==> config.mk <==
export PLATFORM = sky130hd
export DESIGN_NAME = gpu_instruction_buffer
export DESIGN_NICKNAME = d
export VERILOG_FILES = /design/src/rtl/gpu_pkg.sv /design/src/rtl/sync_fifo.sv /design/src/rtl/gpu_instruction_buffer.sv
export SDC_FILE = /design/constraint.sdc
export NUM_CORES = 1
export LEC_CHECK = 0
export BUFFER_PORTS_ARGS = -buffer_cell sky130_fd_sc_hd__buf_2
export CAP_MARGIN = 25
export CORE_UTILIZATION = 25
export CTS_BUF_LIST = sky130_fd_sc_hd__clkbuf_4 sky130_fd_sc_hd__clkbuf_8
export DETAILED_ROUTE_END_ITERATION = 7
export PLACE_DENSITY = 0.45
export SLEW_MARGIN = 5
export SYNTH_ARGS = -nofsm -noshare
export SYNTH_HDL_FRONTEND = slang
export SYNTH_SLANG_ARGS = --single-unit
==> constraint.sdc <==
create_clock -name clk -period 6.43 [get_ports clk]
set_input_delay 0.643 -clock clk [delete_from_list [all_inputs] [get_ports clk]]
set_output_delay 0.643 -clock clk [all_outputs]
set_load 0.03 [all_outputs]
==> src/rtl/gpu_pkg.sv <==
// Shared constants and state encoding for the buffered custom-instruction front end.
package gpu_pkg;

  localparam logic [3:0]  QUERY_FRAME_OP = 4'hF;
  localparam logic [3:0]  QUERY_LEVEL_OP = 4'hE;
  localparam int unsigned ACCEPT_CODE    = 950;
  localparam int unsigned REJECT_CODE    = 900;

  typedef enum logic [1:0] {
    ST_IDLE     = 2'd0,
    ST_RESPOND  = 2'd1,
    ST_WAIT_REL = 2'd2
  } state_t;

endpackage

==> src/rtl/sync_fifo.sv <==
// First-word-fall-through synchronous FIFO; the head word is always on o_data.
module sync_fifo #(
  parameter int DEPTH = 16,
  parameter int WIDTH = 64
) (
  input  logic                     clk,
  input  logic                     reset,
  input  logic                     i_push,
  input  logic                     i_pop,
  input  logic [WIDTH-1:0]         i_data,
  output logic [WIDTH-1:0]         o_data,
  output logic                     o_full,
  output logic                     o_empty,
  output logic [$clog2(DEPTH):0]   o_level
);

  localparam int PTR_W = $clog2(DEPTH);

  logic [WIDTH-1:0] r_mem [DEPTH];
  logic [PTR_W-1:0] r_wrPtr;
  logic [PTR_W-1:0] r_rdPtr;
  logic [PTR_W:0]   r_level;
  logic             w_push;
  logic             w_pop;

  assign o_full  = (r_level == (PTR_W+1)'(DEPTH));
  assign o_empty = (r_level == '0);
  assign w_push  = i_push && !o_full;
  assign w_pop   = i_pop && !o_empty;

  // Pointers wrap naturally because DEPTH is a power of two.
  always_ff @(posedge clk or posedge reset) begin
    if (reset) begin
      r_wrPtr <= '0;
      r_rdPtr <= '0;
      r_level <= '0;
    end else begin
      if (w_push) r_wrPtr <= r_wrPtr + PTR_W'(1);
      if (w_pop)  r_rdPtr <= r_rdPtr + PTR_W'(1);
      case ({w_push, w_pop})
        2'b10:   r_level <= r_level + (PTR_W+1)'(1);
        2'b01:   r_level <= r_level - (PTR_W+1)'(1);
        default: r_level <= r_level;
      endcase
    end
  end

  always_ff @(posedge clk) begin
    if (w_push) r_mem[r_wrPtr] <= i_data;
  end

  assign o_data  = r_mem[r_rdPtr];
  assign o_level = r_level;

endmodule

==> src/rtl/gpu_instruction_buffer.sv <==
// Custom-instruction front end: decodes one transaction per clk_en rise, answers
// with a status/query code and queues drawing instructions for the control unit.
module gpu_instruction_buffer
  import gpu_pkg::state_t, gpu_pkg::ST_IDLE, gpu_pkg::ST_RESPOND, gpu_pkg::ST_WAIT_REL;
#(
  parameter int                  DEPTH          = 16,
  parameter int                  DATA_W         = 32,
  parameter int                  OPCODE_W       = 4,
  parameter logic [OPCODE_W-1:0] QUERY_FRAME_OP = OPCODE_W'(gpu_pkg::QUERY_FRAME_OP),
  parameter logic [OPCODE_W-1:0] QUERY_LEVEL_OP = OPCODE_W'(gpu_pkg::QUERY_LEVEL_OP),
  parameter int unsigned         ACCEPT_CODE    = gpu_pkg::ACCEPT_CODE,
  parameter int unsigned         REJECT_CODE    = gpu_pkg::REJECT_CODE
) (
  input  logic                     clk,
  input  logic                     reset,
  input  logic                     clk_en,
  input  logic [DATA_W-1:0]        dataA,
  input  logic [DATA_W-1:0]        dataB,
  input  logic                     frame_tick,
  input  logic                     out_ready,
  output logic                     done,
  output logic [DATA_W-1:0]        result,
  output logic                     out_valid,
  output logic [DATA_W-1:0]        out_dataA,
  output logic [DATA_W-1:0]        out_dataB,
  output logic [$clog2(DEPTH):0]   level,
  output logic                     overflow
);

  state_t              r_state;
  state_t              w_nextState;
  logic                r_clkEnPrev;
  logic                w_rise;
  logic                w_start;
  logic                w_push;
  logic                w_reject;
  logic                w_full;
  logic                w_empty;
  logic [31:0]         r_frameCount;
  logic [DATA_W-1:0]   r_result;
  logic [DATA_W-1:0]   w_respData;
  logic [OPCODE_W-1:0] w_opcode;
  logic [2*DATA_W-1:0] w_head;
  logic                r_overflow;

  assign w_rise   = clk_en && !r_clkEnPrev;
  assign w_opcode = dataA[OPCODE_W-1:0];

  // Edge-detect copy resets high so a clk_en held across reset is ignored.
  always_ff @(posedge clk or posedge reset) begin
    if (reset) begin
      r_state      <= ST_IDLE;
      r_clkEnPrev  <= 1'b1;
      r_result     <= '0;
      r_overflow   <= 1'b0;
      r_frameCount <= '0;
    end else begin
      r_state     <= w_nextState;
      r_clkEnPrev <= clk_en;
      if (w_start)    r_result     <= w_respData;
      if (w_reject)   r_overflow   <= 1'b1;
      if (frame_tick) r_frameCount <= r_frameCount + 32'd1;
    end
  end

  always_comb begin
    w_nextState = r_state;
    case (r_state)
      ST_IDLE:     if (w_rise) w_nextState = ST_RESPOND;
      ST_RESPOND:  w_nextState = clk_en ? ST_WAIT_REL : ST_IDLE;
      ST_WAIT_REL: if (!clk_en) w_nextState = ST_IDLE;
      default:     w_nextState = ST_IDLE;
    endcase
  end

  // The whole action is decided in the rise cycle; RESPOND only replays it.
  always_comb begin
    w_start    = (r_state == ST_IDLE) && w_rise;
    w_push     = 1'b0;
    w_reject   = 1'b0;
    w_respData = '0;
    if (w_start) begin
      if (w_opcode == QUERY_FRAME_OP) begin
        w_respData = DATA_W'(r_frameCount);
      end else if (w_opcode == QUERY_LEVEL_OP) begin
        w_respData = DATA_W'(level);
      end else if (w_full) begin
        w_reject   = 1'b1;
        w_respData = DATA_W'(REJECT_CODE);
      end else begin
        w_push     = 1'b1;
        w_respData = DATA_W'(ACCEPT_CODE);
      end
    end
    done   = (r_state == ST_RESPOND);
    result = done ? r_result : '0;
  end

  sync_fifo #(
    .DEPTH (DEPTH),
    .WIDTH (2*DATA_W)
  ) u_fifo (
    .clk     (clk),
    .reset   (reset),
    .i_push  (w_push),
    .i_pop   (out_ready),
    .i_data  ({dataA, dataB}),
    .o_data  (w_head),
    .o_full  (w_full),
    .o_empty (w_empty),
    .o_level (level)
  );

  assign out_valid = !w_empty;
  assign out_dataA = out_valid ? w_head[2*DATA_W-1:DATA_W] : '0;
  assign out_dataB = out_valid ? w_head[DATA_W-1:0] : '0;
  assign overflow  = r_overflow;

endmodule
Yosys cells after proc, flatten, opt, wreduce, memory -nomap -nowiden
Memories as Yosys holds them, arrays and structs flattened.
Index checks and enable logic that the tools add are counted.
{"block": "word_totals", "mem_count": 1, "regBits": 81, "in_bits": 69, "word_cells": 55, "output_inout_bits": 104, "mem_bits_rw": 1024}
{"block": "op_classes", "n_addsub": 5, "n_reduce_logical": 11, "mux": 21, "eq_ne": 9}
{"memory": "u_fifo.r_mem", "words": 16, "word_bits": 64, "rd": 1, "rd_clocked_by_memory_dff": 0, "write_ports": 1, "line": "sync_fifo.sv:19", "text": "logic [WIDTH-1:0] r_mem [DEPTH];"}
{"op": "$mux 32", "count": 4}
{"op": "$add 32x1->32 const B", "count": 1}
{"op": "$mux 1", "count": 10}
{"op": "$mux 10", "count": 1}
{"op": "$pmux 5 s2", "count": 1}
{"op": "$add 4x1->4 const B", "count": 2}
{"op": "$eq 4x4->1 const B", "count": 2}
{"op": "$mux 2", "count": 3}
{"op": "$mux 6", "count": 1}
{"op": "$pmux 2 s3", "count": 1}
{"op": "$add 5x1->5 const B", "count": 1}
{"op": "$eq 5x5->1 const B", "count": 1}
{"op": "$logic_not 5->1", "count": 1}
{"op": "$sub 5x1->5 const B", "count": 1}
{"op": "$eq 2x1->1 const B", "count": 2}
{"op": "$eq 2x2->1 const B", "count": 2}
{"op": "$logic_and 1x1->1", "count": 4}
{"op": "$ne 2x2->1 const B", "count": 2}
{"op": "$logic_not 1->1", "count": 3}
{"op": "$logic_not 2->1", "count": 1}
{"op": "$reduce_and 2->1", "count": 1}
{"op": "$reduce_bool 2->1", "count": 1}

Logic depth before layout (Yosys ltp)
{"block": "logic_depth", "word_depth": 8, "depth_mapped": 15, "ltp_nobuf": 12}

Modules after synthesis
From an unflattened synthesis, not the netlist that was laid out.
{"block": "hier_totals", "cells_unflattened": 2340, "hier_area_um2": 43583.0}
{"mod": "sync_fifo", "cells_per_inst": 1994, "instances": 1, "seq_area_each_um2": 31074.8, "area_per_inst_um2": 40062.2}
{"mod": "gpu_instruction_buffer", "cells_per_inst": 346, "instances": 1, "seq_area_each_um2": 1702.9, "area_per_inst_um2": 3520.9}

Least setup slack after synthesis
Ideal clock, no wire load.
{"block": "synth_path", "path_type": "input -> register", "start": "in clk_en", "end": "mem u_fifo.r_mem[2][0] (enable)", "required_time_ns": 5.865, "stages": 5, "path_slack_ns": -0.195, "setup_time_ns": 0.565, "n_path_buf": 1, "arrival_time_ns": 6.061, "path_cell_list": "or4b_1 -> buf_2 -> a211oi_4 -> nand2_1 -> nor3_1"}
{"block": "synth_via", "elab_chain_len": 6}
{"item": "start: declaration", "line": "gpu_instruction_buffer.sv:16", "text": "input logic clk_en,"}
{"item": "$logic_and 1x1->1", "line": "gpu_instruction_buffer.sv:46", "text": "assign w_rise = clk_en && !r_clkEnPrev;"}
{"item": "$logic_and 1x1->1", "line": "gpu_instruction_buffer.sv:78", "text": "w_start = (r_state == ST_IDLE) && w_rise;"}
{"item": "$mux 1", "line": "gpu_instruction_buffer.sv:82", "text": "if (w_start) begin"}
{"item": "$logic_and 1x1->1", "line": "sync_fifo.sv:28", "text": "assign w_push = i_push && !o_full;"}
{"item": "$mux 1", "line": "sync_fifo.sv:49", "text": "if (w_push) r_mem[r_wrPtr] <= i_data;"}
{"item": "$mux 1 (implied by the code)", "line": "sync_fifo.sv:49"}
{"item": "end: declaration", "line": "sync_fifo.sv:19"}
Every way passes these cells.

Final worst setup path
{"block": "layout_path", "start": "reg u_fifo.r_rdPtr[1]", "end": "out out_dataB[30]"}
{"block": "layout_via", "elab_chain_len": 2}
{"item": "start: declaration", "line": "sync_fifo.sv:21", "text": "logic [PTR_W-1:0] r_rdPtr;"}
{"item": "start signal: assignment", "line": "sync_fifo.sv:39", "text": "if (w_pop) r_rdPtr <= r_rdPtr + PTR_W'(1);"}
{"item": "$mem_v2 16x64"}
{"item": "$mux 32", "line": "gpu_instruction_buffer.sv:116", "text": "assign out_dataB = out_valid ? w_head[DATA_W-1:0] : '0;"}
{"item": "end: declaration", "line": "gpu_instruction_buffer.sv:25", "text": "output logic [DATA_W-1:0] out_dataB,"}
Every way passes these cells.

==> results.tsv <==
stage	metric	value	unit
grt	grt_pass1_wl	157	mm
floorplan	fp-row-count	151	
pwr	ir_drop	0.234	mV
floorplan	initial_utilization	0.253	
pwr	p_per_area	409	nW/um^2
worst_setup_path	path_class	register to output pin	
pwr	finalPower	20600	uW
floorplan	die_area	173000	sq um
grt	grt_usage	0.124	
clock_network	cts_num_sinks	1105	
grt	antenna_found_initial	21	
placed_design	placed_cells	4319	
grt	grt_max_degree	103	
worst_setup_path	cp-start-kind	register	
clock_network	cts_buffer_depth	3	
layout	fin_area	50200	sq um
layout	areaGrowthSynthToFinish	16.9	%
drt	finalWirelength	107	mm
timing	finalSetupTns	0	ps
drt	vias_per_cell	4.44	
worst_setup_path	cp_slowest_stage_delay	850	ps
status	run_status	complete, no violations	
pwr	leakagePower	0.0161	uW
worst_setup_path	path_max_fanout	58	
layout	nFillCells	16600	
pwr	switchingPower	6790	uW
run	drv_cap	0	
layout	nNetsFinal	2365	
drt	first_iter_violations	1497	
yosys	ys_warn_count	0	
drt	drcViolationCount	0	
floorplan	ioPinCount	173	
floorplan	die_x	416	microns
floorplan	die_y	416	microns
worst_setup_path	cp_cell_sequence	buf_4 > mux4_2 > mux2i_1 > a211oi_1 > buf_2	
grt	grt_pass1_vias	22800	
clock_network	cts_tree	built	
pwr	sw_frac_of_total	0.331	
drt	antenna_left	0	
yosys	yosys-top-cells-area	edfxtp_1, mux4_2, dfrtp_1	
drt	met1_length	44.2	mm
yosys	synth_top_area_cell	edfxtp_1	
timing	rsz0062_at_grt	false	
drt	dr_wl_met3	4.11	mm
placed_design	place_area	46800	sq um
placed_design	port_buffers	172	
clock_network	cts_setup_buffers	0	
clock_network	numCtsBuffers	177	
worst_setup_path	slowest_stage	dfrtp_4	
placed_design	gp_congestion	0.714	
clock_network	h-tree-depth	4	
drt	top_layer	met5	
drt	drt-pass1-iter-count	7	
timing	skew	31.1	ps
layout	mostFrequentLayoutCells	edfxtp_1, mux4_2, clkbuf_8	
timing	fmax	213	MHz
yosys	synth_edf_count	1024	
drt	vias	20600	
yosys	synth_top_area_share	0.716	
clock_network	cts-root-buf	clkbuf_8	
yosys	synth_flop_cell	edfxtp_1	
placed_design	post-dp-hpwl	57.2	mm
drt	route.met2.wl	56.1	mm
layout	drive_gt1_frac	0.333	
timing	timing.final.hold_violations	0	
timing	finalSetupViolations	0	
timing	post-route-period-util	0.731	
worst_setup_path	worst_setup_path_end_kind	output pin	
pwr	intPower	13800	uW
yosys	ys_ff_latch	1105	
clock_network	cts.hold.buffers_added	4	
drt	wl_per_cell	23.1	microns
yosys	synth_area	42900	sq um
pwr	pwr-share-seq	0.417	
layout	layout_commonest_cell	edfxtp_1	
clock_network	clk_latency	880	ps
worst_setup_path	worst_ep_required_time	5790	ps
yosys	avgSynthCellArea	21.5	sq um
pwr	pwr-share-comb	0.301	
floorplan	core_region_area	170000	sq um
timing	relSlewSlack	0.327	
yosys	async_flop_share	0.0733	
layout	layoutNonFillerInstCount	4644	
clock_network	cts_resized	0	
clock_network	clkSlewWorstSetupHoldPaths	70	ps
timing	period_needed	4700	ps
worst_setup_path	worstPathArrival	4060	ps
timing	drv_slew	0	
yosys	synth_fp_nets	2078	
grt	overflow	0	
timing	tightest_slew	1000	ps
pwr	p_clk_frac	0.282	
yosys	yosysUniqueCellTypes	49	
worst_hold_path	hold_class	input port to register	
yosys	seq_area_frac_synth	0.763	
yosys	syn_inst	1999	
-- path summary, 6_finish.rpt --
kind | from | to | slack (ps) | cells past startpoint
worst max register to register | r_state[1]$_DFFE_PP0P_ | u_fifo.r_mem[10][62]$_DFFE_PP_ | 2930 | 7
worst min-delay path | dataA[28] | u_fifo.r_mem[8][60]$_DFFE_PP_ | 140 | 1
worst min register to register | overflow$_DFFE_PP0P_ | overflow$_DFFE_PP0P_ | 470 | 1
worst max-delay path | u_fifo.r_rdPtr[1]$_DFFE_PP0P_ | out_dataB[30] | 1730 | 5
min in group asynchronous | reset | u_fifo.r_wrPtr[0]$_DFFE_PP0P_ | 190 | 3
max in group asynchronous | reset | r_clkEnPrev$_DFF_PP1_ | 5350 | 5
-- power groups by stage --
stage / Clock, uW / Combinational [uW] / Sequential [uW]
2_1_floorplan: 0 / 4650 / 8430
3_3_place_gp: 0 / 6360 / 8720
3_5_place_dp: 0 / 6370 / 8740
4_1_cts: 6010 / 6390 / 8590
5_1_grt: 6270 / 6630 / 8620
6_report: 5800 / 6180 / 8580
-- cell type report --
class	instances	area, sq um	area share
Sequential cell	1105	32800	0.653
Multi-Input combinational cell	766	9670	0.193
Clock buffer	250	3050	0.0608
Tap cell	2218	2780	0.0553
Timing Repair Buffer	225	1550	0.0309
Clock inverter	65	323	0.00643
Inverter	11	42.5	0.000847
Antenna cell	4	10.0	0.000199
-- stage by stage --
step                      worst slack [ps]  hold slack, ps  utilization
after floorplan                       1520             440            -
after global placement                2520             462        0.275
after CTS                             1470            12.6        0.295
final                                 1730             135        0.295
after detailed placement              2520             457        0.275
after global routing                  1500            73.0        0.295
-- cell families after synthesis --
kind of cell,share of synthesized area
adder cells (fa/ha/maj),0.00291
AO/OA/AOI/OAI,0.0294
XOR/XNOR,0.00857
buffers and inverters,0.0149
flip-flops,0.763
multiplexers,0.156
AND/OR/NAND/NOR,0.0250
-- worst max-delay path: cells and delay by family, from the launching register on --
kind            cells  cell delay [ps]
mux                 2              430
flops               1              850
compound gates      1              670
buf+inv             2             1180
-- sequential cells by signal (all words and copies together) (netlist names) --
name / cells
overflow: 1
u_fifo.r_wrPtr: 4
r_clkEnPrev: 1
r_frameCount: 32
u_fifo.r_rdPtr: 4
r_state: 2
u_fifo.o_level: 5
r_result: 32
u_fifo.r_mem: 1024
-- Yosys cell counts (2+ instances only) --
| cell type | count |
|---|---|
| a211oi_1 | 90 |
| a21oi_1 | 26 |
| a22o_1 | 23 |
| a31oi_1 | 2 |
| and2_1 | 35 |
| and3_1 | 7 |
| and4_1 | 2 |
| buf_1 | 3 |
| buf_2 | 30 |
| buf_4 | 14 |
| buf_6 | 9 |
| clkbuf_1 | 61 |
| dfrtp_1 | 80 |
| edfxtp_1 | 1024 |
| ha_1 | 10 |
| inv_1 | 10 |
| mux2_2 | 22 |
| mux2i_1 | 67 |
| mux4_2 | 256 |
| nand2_1 | 21 |
| nand2b_1 | 3 |
| nand3_1 | 20 |
| nand4_1 | 12 |
| nor2_1 | 20 |
| nor2b_1 | 49 |
| nor3_1 | 8 |
| nor4_2 | 2 |
| o21ai_0 | 26 |
| o21ai_1 | 5 |
| o31ai_1 | 3 |
| xnor2_1 | 34 |
| xor2_1 | 8 |
-- routing by layer --
metal	vias up	global-route usage
li1	8898	-
met1	11100	0.149
met2	439	0.219
met3	207	0.0225
met4	12	0.0478
met5	-	0
Power figures use the tool's default switching activity.
